$ cat src/rtl/serial_adder.sv
// Bit-serial ripple adder: two half adders plus an OR form a full adder, and a carry register chains the bits LSB first.
// Latency: out_valid rises WIDTH edges after the accepting edge; accepts are at least WIDTH+2 cycles apart.
// Backpressure: in_ready is low outside IDLE; the result is held in DONE until out_ready is seen.

module half_adder (
  input  logic a,
  input  logic b,
  output logic sum,
  output logic carry
);

  assign sum   = a ^ b;
  assign carry = a & b;

endmodule

module serial_adder #(
  parameter int WIDTH = 8
) (
  input  logic             clk,
  input  logic             rst,
  input  logic             in_valid,
  output logic             in_ready,
  input  logic [WIDTH-1:0] a,
  input  logic [WIDTH-1:0] b,
  input  logic             cin,
  output logic             out_valid,
  input  logic             out_ready,
  output logic [WIDTH-1:0] sum,
  output logic             cout
);

  // One extra bit beyond log2 so the terminal compare never sees a wrapped count.
  localparam int CW = $clog2(WIDTH) + 1;

  typedef enum logic [1:0] {
    IDLE = 2'd0,
    RUN  = 2'd1,
    DONE = 2'd2
  } state_t;

  state_t state;
  state_t state_next;

  logic [WIDTH-1:0] op_a;
  logic [WIDTH-1:0] op_b;
  logic             carry;
  logic [CW-1:0]    count;

  logic ha0_sum;
  logic ha0_carry;
  logic ha1_sum;
  logic ha1_carry;
  logic bit_sum;
  logic bit_carry;
  logic last_bit;
  logic accept;
  logic [WIDTH:0] sum_shift;

  // Full adder on the current LSB of each operand and the running carry.
  half_adder ha0 (
    .a     (op_a[0]),
    .b     (op_b[0]),
    .sum   (ha0_sum),
    .carry (ha0_carry)
  );

  half_adder ha1 (
    .a     (ha0_sum),
    .b     (carry),
    .sum   (ha1_sum),
    .carry (ha1_carry)
  );

  assign bit_sum   = ha1_sum;
  assign bit_carry = ha0_carry | ha1_carry;

  assign last_bit  = (count == CW'(WIDTH - 1));
  assign in_ready  = (state == IDLE);
  assign accept    = in_valid & in_ready;

  // New sum bit enters at the MSB; after WIDTH shifts bit 0 lands in sum[0].
  assign sum_shift = {bit_sum, sum};

  // State register.
  always_ff @(posedge clk or posedge rst) begin
    if (rst) begin
      state <= IDLE;
    end else begin
      state <= state_next;
    end
  end

  // Next-state: accept in IDLE, run WIDTH bit-times, hold the result until taken.
  always_comb begin
    state_next = state;
    case (state)
      IDLE: if (in_valid)  state_next = RUN;
      RUN:  if (last_bit)  state_next = DONE;
      DONE: if (out_ready) state_next = IDLE;
      default:             state_next = IDLE;
    endcase
  end

  // out_valid is a flop of its own so downstream sees a clean registered qualifier.
  always_ff @(posedge clk or posedge rst) begin
    if (rst) begin
      out_valid <= 1'b0;
    end else begin
      out_valid <= (state_next == DONE);
    end
  end

  // Datapath: load on accept, shift one bit per RUN edge, capture cout on the last bit.
  always_ff @(posedge clk or posedge rst) begin
    if (rst) begin
      op_a  <= '0;
      op_b  <= '0;
      carry <= 1'b0;
      count <= '0;
      sum   <= '0;
      cout  <= 1'b0;
    end else if (accept) begin
      op_a  <= a;
      op_b  <= b;
      carry <= cin;
      count <= '0;
    end else if (state == RUN) begin
      op_a  <= op_a >> 1;
      op_b  <= op_b >> 1;
      sum   <= sum_shift[WIDTH:1];
      carry <= bit_carry;
      count <= count + CW'(1);
      if (last_bit) begin
        cout <= bit_carry;
      end
    end
  end

endmodule

$ cat config.mk
export PLATFORM = sky130hd
export DESIGN_NAME = serial_adder
export DESIGN_NICKNAME = d
export VERILOG_FILES = /design/src/rtl/serial_adder.sv
export SDC_FILE = /design/constraint.sdc
export NUM_CORES = 1
export LEC_CHECK = 0
export CORE_ASPECT_RATIO = 1.75
export CORE_MARGIN = 10
export CORE_UTILIZATION = 45
export DETAILED_ROUTE_END_ITERATION = 10
export DONT_BUFFER_PORTS = 1
export PLACE_DENSITY = 0.58
export SLEW_MARGIN = 20
export SYNTH_ARGS = -nofsm -noshare
export SYNTH_HDL_FRONTEND = slang
export SYNTH_HIERARCHICAL = 1
export SYNTH_SLANG_ARGS = --single-unit
$ cat constraint.sdc
create_clock -name clk -period 1.97 [get_ports clk]
set_input_delay 0 -clock clk [delete_from_list [all_inputs] [get_ports clk]]
set_output_delay 0 -clock clk [all_outputs]
set_load 0.01 [all_outputs]
==> impl_metrics.prom, run 1 <==
# TYPE chip_impl_metric gauge
chip_impl_metric{name="path_max_fanout",unit=""} 16
chip_impl_metric{name="worst_r2r_path_depth",unit=""} 3
chip_impl_metric{name="synth-edff-count",unit=""} 0
chip_impl_metric{name="antenna_cells_inserted",unit=""} 0
chip_impl_info{name="synth_top_flop_cell",value="sky130_fd_sc_hd__dfrtp_1"} 1
chip_impl_metric{name="power_leakage",unit="nW"} 0.897
chip_impl_metric{name="floorplan.initialDensity",unit=""} 0.459
chip_impl_metric{name="count_of_buffers_inserted_at_the_top_level_ports",unit=""} 0
chip_impl_metric{name="max-vdd-ir-drop",unit="V"} 0.000784
chip_impl_metric{name="cap_violations",unit=""} 0
chip_impl_metric{name="clk_path_buf_depth",unit=""} 2
chip_impl_info{name="regToRegStartpoint",value="state[1]$_DFF_PP0_"} 1
chip_impl_metric{name="nNetsFinal",unit=""} 192
chip_impl_metric{name="core_area",unit="mm^2"} 0.00311
chip_impl_metric{name="grt_antenna_before_repair",unit=""} 0
chip_impl_info{name="cts.root.buffer_cell",value="sky130_fd_sc_hd__clkbuf_8"} 1
chip_impl_metric{name="post_cts.resized_instances",unit=""} 0
chip_impl_metric{name="ff2ff_setup_slack",unit="ns"} 0.41
chip_impl_metric{name="cts.clk_slew.worst_paths",unit="ns"} 0.07
chip_impl_metric{name="die-width",unit="um"} 62.5
chip_impl_metric{name="route.antenna.remaining_nets",unit=""} 0
chip_impl_info{name="crit_type",value="reg2reg"} 1
chip_impl_metric{name="layout-area-overhead-vs-synth",unit="%"} 23.9
chip_impl_metric{name="placement_rows",unit=""} 27
chip_impl_metric{name="detailedRoute.firstIterationViolations",unit=""} 40
chip_impl_metric{name="drt_first_pass_iters",unit=""} 4
chip_impl_metric{name="clock_tree.htree_level_count",unit=""} 2
chip_impl_metric{name="synth_async_sr_flop_share",unit=""} 1.00
chip_impl_metric{name="holdPathStages",unit=""} 4
chip_impl_info{name="unrepaired_setup_endpoints_after_global_routing",value="no"} 1
chip_impl_metric{name="grt_first_pass_wirelength",unit="um"} 5560
chip_impl_metric{name="fmaxAchievable",unit="MHz"} 642
chip_impl_metric{name="cts.sink_count",unit=""} 33
chip_impl_info{name="worstPathCellList",value="nand2b_1, nor3_4, mux2i_1"} 1
chip_impl_metric{name="routabilityCongestion",unit=""} 0.700
chip_impl_metric{name="yosys_register_bits",unit=""} 33
chip_impl_metric{name="p_per_area",unit="mW/mm^2"} 1430
chip_impl_metric{name="post-route-period-util",unit=""} 0.791
chip_impl_metric{name="die_area",unit="mm^2"} 0.00591
chip_impl_metric{name="cp.required",unit="ns"} 2.18
chip_impl_metric{name="setup_violations",unit=""} 0
chip_impl_metric{name="final_hold_fails",unit=""} 0
chip_impl_metric{name="gr-usage-all-layers",unit=""} 0.117
chip_impl_info{name="worstSetupEndpoint",value="cout$_DFFE_PP0P_"} 1
chip_impl_info{name="crit_path_from",value="state[1]$_DFF_PP0_"} 1
chip_impl_metric{name="grt_remaining_overflow",unit=""} 0
chip_impl_metric{name="setup_total_negative_slack",unit="ns"} 0
chip_impl_metric{name="finalMaxSlewViolations",unit=""} 0
chip_impl_info{name="cp-start-kind",value="flip-flop"} 1
chip_impl_metric{name="final_layout_size_suffix_gt1_frac",unit=""} 0.0947
chip_impl_metric{name="grt_start_max_net_pins",unit=""} 34
chip_impl_metric{name="synth.lib_cells_used.distinct",unit=""} 20
chip_impl_metric{name="total_standard_cell_area_after_synthesis",unit="mm^2"} 0.00143
chip_impl_metric{name="synth-seq-area-share",unit=""} 0.579
chip_impl_metric{name="detailed_place_hpwl",unit="um"} 2130
chip_impl_metric{name="dr_total_vias",unit=""} 1075
chip_impl_metric{name="worst_pin_slew",unit="ns"} 0.666
chip_impl_metric{name="routed_wirelength",unit="um"} 3090
chip_impl_metric{name="vias_per_cell",unit=""} 5.07
chip_impl_metric{name="ios",unit=""} 32
chip_impl_metric{name="clock_skew",unit="ns"} 0.00489
chip_impl_metric{name="arrival",unit="ns"} 1.76
chip_impl_info{name="regToRegEndpoint",value="cout$_DFFE_PP0P_"} 1
chip_impl_metric{name="wire_per_inst",unit="um"} 14.6
chip_impl_info{name="worst_path_max_delay_cell",value="sky130_fd_sc_hd__nand2b_1"} 1
chip_impl_metric{name="critical_path.max_stage_delay",unit="ns"} 0.48
chip_impl_info{name="min-delay-path-class",value="in2reg"} 1
chip_impl_info{name="run_status",value="finished clean"} 1
chip_impl_metric{name="drc",unit=""} 0
chip_impl_metric{name="worst_slew_margin_rel",unit=""} 0.556
chip_impl_metric{name="number_of_global_route_vias_before_repair",unit=""} 1168
chip_impl_metric{name="final.min_clock_period",unit="ns"} 1.56
chip_impl_metric{name="synthCells",unit=""} 145
chip_impl_metric{name="cts_buffers",unit=""} 5
chip_impl_metric{name="clkLatencyLatePin",unit="ns"} 0.28
chip_impl_metric{name="synth.avg_cell_area",unit="um^2"} 9.83
chip_impl_info{name="cts_tree",value="done"} 1
chip_impl_metric{name="die_height",unit="um"} 94.4
chip_impl_info{name="worst_setup_path_end_kind",value="flip-flop"} 1
chip_impl_metric{name="synthesis.yosys.warnings",unit=""} 6
chip_impl_metric{name="net_count_synth",unit=""} 169
chip_impl_metric{name="fin_total_pwr",unit="mW"} 2.53
==> power by group <==
group | leakage [nW] | switching (mW) | total (mW) | internal [mW]
logic | 0.417 | 0.457 | 0.783 | 0.327
registers | 0.426 | 0.246 | 1.20 | 0.953
clock network | 0.0542 | 0.236 | 0.551 | 0.315
==> registers in the layout (all words and copies together) (netlist names) <==
signal     cells
op_a           8
op_b           8
sum            8
count          4
state          2
carry          1
cout           1
out_valid      1
==> synthesized netlist by cell type, types with 2 or more instances <==
cell type | instances | share of area
sky130_fd_sc_hd__a21o_1 | 3 | 0.016
sky130_fd_sc_hd__a22oi_1 | 13 | 0.068
sky130_fd_sc_hd__buf_2 | 6 | 0.021
sky130_fd_sc_hd__buf_4 | 2 | 0.011
sky130_fd_sc_hd__dfrtp_1 | 33 | 0.58
sky130_fd_sc_hd__ha_1 | 3 | 0.026
sky130_fd_sc_hd__inv_1 | 2 | 0.0053
sky130_fd_sc_hd__mux2i_1 | 3 | 0.021
sky130_fd_sc_hd__nand2_1 | 59 | 0.16
sky130_fd_sc_hd__nand2b_1 | 3 | 0.013
sky130_fd_sc_hd__nor2_1 | 4 | 0.011
sky130_fd_sc_hd__o21ai_0 | 5 | 0.018
sky130_fd_sc_hd__o21bai_1 | 2 | 0.011
==> critical path, delay by kind of cell, from the launching register on <==
kind | cells | cell delay (ns)
AND/OR/NAND/NOR | 2 | 0.83
multiplexers | 1 | 0.20
flip-flops | 1 | 0.46
==> worst min path at each step <==
stage               slack, ns  startpoint                   to
floorplan                0.12        a[4]  op_a[4]$_DFFE_PP0P_
global placement      -0.0006         rst   sum[0]$_DFFE_PP0P_
detailed placement      0.009         rst   sum[0]$_DFFE_PP0P_
CTS                      0.12    in_valid  op_b[5]$_DFFE_PP0P_
global route             0.14    in_valid  op_b[3]$_DFFE_PP0P_
finish                   0.13    in_valid  op_b[5]$_DFFE_PP0P_
==> area by class of cell <==
class                   count  area [um^2]
repair buffers             24          228
well taps                  43         53.8
fillers                   279         1340
inverters                   2         7.51
flip-flops and latches     33          826
clock inverters             1         5.00
clock buffers               7         96.3
multi-input cells         102          549
==> repair_timing <==
action	4_1_cts	5_1_grt
buffers inserted	0	0
hold buffers	19	0
endpoints found under the hold margin	52	0
==> routing by layer <==
| layer | GRT usage | share of wire | vias up |
|---|---|---|---|
| met5 | 0 | 0 | - |
| met4 | 0.0449 | 0.018 | 0 |
| met3 | 0.0569 | 0.079 | 7 |
| met2 | 0.186 | 0.48 | 30 |
| met1 | 0.133 | 0.42 | 514 |
| li1 | - | - | 524 |
==> placed cells by master, fill, tap and decap left out <==
master,instances
sky130_fd_sc_hd__nor3b_2,1
sky130_fd_sc_hd__mux2i_1,3
sky130_fd_sc_hd__dfrtp_1,33
sky130_fd_sc_hd__nor2_1,4
sky130_fd_sc_hd__clkinv_2,1
sky130_fd_sc_hd__nand2b_1,3
sky130_fd_sc_hd__inv_1,2
sky130_fd_sc_hd__nand4_1,1
sky130_fd_sc_hd__o21bai_1,2
sky130_fd_sc_hd__nand2_1,59
sky130_fd_sc_hd__buf_4,5
sky130_fd_sc_hd__nor2b_2,1
sky130_fd_sc_hd__clkbuf_8,7
sky130_fd_sc_hd__nor3b_1,1
sky130_fd_sc_hd__dlygate4sd3_1,19
sky130_fd_sc_hd__nor3_4,1
sky130_fd_sc_hd__ha_1,3
sky130_fd_sc_hd__o21ai_0,5
sky130_fd_sc_hd__a221o_1,1
sky130_fd_sc_hd__a21o_1,3
sky130_fd_sc_hd__a22oi_1,13
sky130_fd_sc_hd__o21ai_1,1
==> per-stage QoR <==
step | hold slack (ns) | utilization | instance area [um^2] | worst slack, ns | std cells
2_1_floorplan | 0.117 | - | 1430 | 0.608 | 145
3_3_place_gp | -0.000638 | 0.474 | 1470 | 0.498 | 185
3_5_place_dp | 0.00924 | 0.474 | 1470 | 0.435 | 185
4_1_cts | 0.121 | 0.568 | 1770 | 0.406 | 212
5_1_grt | 0.137 | 0.568 | 1770 | 0.305 | 212
6_report | 0.126 | 0.568 | 1770 | 0.413 | 212
==> cells by family after synthesis <==
group	synth area share
multiplexers	0.0211
AO/OA/AOI/OAI	0.123
buffers and inverters	0.0369
adder cells (fa/ha/maj)	0.0263
AND/OR/NAND/NOR	0.213
flip-flops	0.579
No activity file was read; power rests on OpenSTA's default activity.
==> inputs of run 2 (changes only) <==
--- a/config.mk
+++ b/config.mk
@@ -10,7 +10,7 @@
 export CORE_UTILIZATION = 45
 export DETAILED_ROUTE_END_ITERATION = 10
 export DONT_BUFFER_PORTS = 1
-export PLACE_DENSITY = 0.58
+export PLACE_DENSITY = 0.6
 export SLEW_MARGIN = 20
 export SYNTH_ARGS = -nofsm -noshare
 export SYNTH_HDL_FRONTEND = slang
==> constraint.sdc (replaced) <==
create_clock -name clk -period 1.4 [get_ports clk]
set_input_delay 0 -clock clk [delete_from_list [all_inputs] [get_ports clk]]
set_output_delay 0 -clock clk [all_outputs]
set_load 0.01 [all_outputs]
==> run 2 against run 1 <==
- the flow now finishes with violations (negative hold slack)
- combinational power up 49%
- sequential power is 40% higher
- global-route usage fell by 0.45 points
- design area rose by 0.71%
- die area is the same
- cell count is 1.4% higher
- sequential share of layout area is 0.33 points lower
- utilization grew 0.40 points
- flip-flop and latch count is the same
- critical path depth is 2 higher
- critical endpoint is now carry$_DFFE_PP0P_
- largest cell class unchanged
- largest power group unchanged
==> impl_metrics.prom, run 2 (same netlist as run 1, synthesis figures left out) <==
# TYPE chip_impl_metric gauge
chip_impl_metric{name="multi_input_combinational_cell_area",unit="um^2"} 558
chip_impl_metric{name="route.antenna.remaining_nets",unit=""} 0
chip_impl_metric{name="grt_first_pass_wirelength",unit="um"} 5330
chip_impl_metric{name="path_max_fanout",unit=""} 2
chip_impl_metric{name="number_of_global_route_vias_before_repair",unit=""} 1126
chip_impl_metric{name="fin_total_pwr",unit="mW"} 3.53
chip_impl_metric{name="count_of_buffers_inserted_at_the_top_level_ports",unit=""} 0
chip_impl_metric{name="ios",unit=""} 32
chip_impl_metric{name="grt_start_max_net_pins",unit=""} 34
chip_impl_metric{name="dr_total_vias",unit=""} 1075
chip_impl_metric{name="worst_slew_margin_rel",unit=""} 0.721
chip_impl_metric{name="hold_ws",unit="ns"} -0.000697
chip_impl_metric{name="fillerInstances",unit=""} 297
chip_impl_metric{name="critical_path.max_stage_delay",unit="ns"} 0.38
chip_impl_metric{name="wire_per_inst",unit="um"} 14.5
chip_impl_metric{name="die_height",unit="um"} 94.4
chip_impl_metric{name="grt_antenna_before_repair",unit=""} 0
chip_impl_info{name="worst_setup_path_end_kind",value="flip-flop"} 1
chip_impl_info{name="cts.root.buffer_cell",value="sky130_fd_sc_hd__clkbuf_8"} 1
chip_impl_metric{name="post-route-period-util",unit=""} 0.988
chip_impl_metric{name="routabilityCongestion",unit=""} 0.758
chip_impl_metric{name="p_per_area",unit="mW/mm^2"} 1990
chip_impl_metric{name="floorplan.initialDensity",unit=""} 0.459
chip_impl_metric{name="cts.clk_slew.worst_paths",unit="ns"} 0.07
chip_impl_metric{name="drc",unit=""} 0
chip_impl_info{name="crit_type",value="reg2reg"} 1
chip_impl_metric{name="clkLatencyLatePin",unit="ns"} 0.29
chip_impl_info{name="mostFrequentLayoutCell",value="sky130_fd_sc_hd__nand2_1"} 1
chip_impl_metric{name="clock_tree.htree_level_count",unit=""} 2
chip_impl_metric{name="routed_wirelength",unit="um"} 3120
chip_impl_metric{name="cp.required",unit="ns"} 1.57
chip_impl_metric{name="final_hold_fails",unit=""} 1
chip_impl_info{name="failing_checks",value="negative hold slack"} 1
chip_impl_info{name="unrepaired_setup_endpoints_after_global_routing",value="yes"} 1
chip_impl_metric{name="clock_skew",unit="ns"} 0.00984
chip_impl_metric{name="final_layout_size_suffix_gt1_frac",unit=""} 0.122
chip_impl_metric{name="core_area",unit="mm^2"} 0.00311
chip_impl_metric{name="cts_buffers",unit=""} 5
chip_impl_info{name="run_status",value="finished with violations"} 1
chip_impl_metric{name="detailedRoute.firstIterationViolations",unit=""} 24
chip_impl_info{name="layout_top_registers",value="op_a: 8 flops, op_b: 8 flops, sum: 8 flops"} 1
chip_impl_metric{name="grt_remaining_overflow",unit=""} 0
chip_impl_metric{name="cts.sink_count",unit=""} 33
chip_impl_metric{name="finalMaxSlewViolations",unit=""} 0
chip_impl_metric{name="gr-usage-all-layers",unit=""} 0.112
chip_impl_metric{name="clk_path_buf_depth",unit=""} 2
chip_impl_metric{name="cap_violations",unit=""} 0
chip_impl_metric{name="final.min_clock_period",unit="ns"} 1.38
chip_impl_info{name="cts_tree",value="done"} 1
chip_impl_metric{name="die_area",unit="mm^2"} 0.00591
chip_impl_metric{name="power_leakage",unit="nW"} 0.907
chip_impl_metric{name="worst_pin_slew",unit="ns"} 0.418
chip_impl_metric{name="placement_rows",unit=""} 27
chip_impl_metric{name="arrival",unit="ns"} 1.56
chip_impl_metric{name="detailed_place_hpwl",unit="um"} 2140
chip_impl_metric{name="setup_violations",unit=""} 0
chip_impl_metric{name="max-vdd-ir-drop",unit="V"} 0.00126
chip_impl_metric{name="die-width",unit="um"} 62.5
chip_impl_metric{name="drt_first_pass_iters",unit=""} 4
chip_impl_metric{name="antenna_cells_inserted",unit=""} 0
chip_impl_metric{name="layout-area-overhead-vs-synth",unit="%"} 24.8
chip_impl_metric{name="seqCellArea",unit="um^2"} 826
chip_impl_info{name="worst_path_max_delay_cell",value="sky130_fd_sc_hd__dfrtp_1"} 1
chip_impl_metric{name="nNetsFinal",unit=""} 195
chip_impl_metric{name="vias_per_cell",unit=""} 5.00
chip_impl_info{name="worstPathCellList",value="ha_1, ha_2, nor2_2, nor2_1, a221o_1"} 1
chip_impl_info{name="cp-start-kind",value="flip-flop"} 1
chip_impl_info{name="min-delay-path-class",value="in2reg"} 1
chip_impl_metric{name="fmaxAchievable",unit="MHz"} 723
chip_impl_info{name="commonest_non_fill_non_tap_cells_in_the_layout",value="sky130_fd_sc_hd__nand2_1, sky130_fd_sc_hd__dfrtp_1, sky130_fd_sc_hd__dlygate4sd3_1"} 1
run 2: cell types whose count changed in the layout (fill, tap and decap cells not counted):
cell                       previous run  this run
sky130_fd_sc_hd__ha_2                 0         1
sky130_fd_sc_hd__o21bai_1             2         1
sky130_fd_sc_hd__buf_4                5         8
sky130_fd_sc_hd__o21bai_2             0         1
sky130_fd_sc_hd__clkbuf_1             0         1
sky130_fd_sc_hd__clkbuf_8             7         5
sky130_fd_sc_hd__nor2_2               0         1
sky130_fd_sc_hd__nor2_1               4         3
sky130_fd_sc_hd__clkinv_2             1         2
sky130_fd_sc_hd__ha_1                 3         2
run 2: cell type report:
cell class	instances	area share
clock buffers	6	0.0408
clock inverters	2	0.00563
inverters	2	0.00422
multi-input cells	102	0.314
flip-flops and latches	33	0.464
well taps	43	0.0303
repair buffers	27	0.141
run 2: worst paths after layout:
path	endpoint	start	depth (start not counted)	slack (ns)
worst max-delay path	carry$_DFFE_PP0P_	op_b[0]$_DFFE_PP0P_	5	0.02
worst min-delay path	op_a[5]$_DFFE_PP0P_	in_valid	3	-0.0007
worst max register to register	carry$_DFFE_PP0P_	op_b[0]$_DFFE_PP0P_	5	0.02
worst min register to register	op_b[3]$_DFFE_PP0P_	op_b[3]$_DFFE_PP0P_	2	0.48
max in group asynchronous	op_b[5]$_DFFE_PP0P_	rst	3	0.84
min in group asynchronous	sum[7]$_DFFE_PP0P_	rst	3	0.26
run 2: stage by stage:
stage	worst slack, ns	cells	cell area, um^2	utilization	TNS, ns
detailed placement	-0.0244	187	1490	0.479	-0.0244
CTS	0.00373	215	1770	0.570	0
global placement	0.00401	187	1490	0.479	0
floorplan	0.0378	145	1430	-	0
global route	-0.0414	215	1780	0.572	-0.0414
finish	0.0174	215	1780	0.572	0
run 2: repair_timing:
action | in CTS | in global routing
pin swaps | 2 | 0
setup endpoints to repair | 1 | 10
resized for setup | 1 | 2
endpoints found under the hold margin | 52 | 0
hold buffers | 19 | 0
buffers inserted | 1 | 0
run 2: layer usage:
metal / GRT usage / share of wire
met5: 0 / 0
met4: 0.0562 / 0.022
met2: 0.186 / 0.52
met3: 0.0415 / 0.058
met1: 0.124 / 0.40
run 2: power breakdown:
| group | switching (mW) | internal, mW | leakage (nW) |
|---|---|---|---|
| Combinational | 0.658 | 0.511 | 0.436 |
| Sequential | 0.336 | 1.34 | 0.426 |
| Clock | 0.340 | 0.344 | 0.0450 |
run 2: worst max-delay path, delay by kind of cell, from the launching register on:
kind,cells,cell delay (ns)
compound gates,1,0.26
fa+ha+maj,2,0.49
flops,1,0.38
simple gates,2,0.14
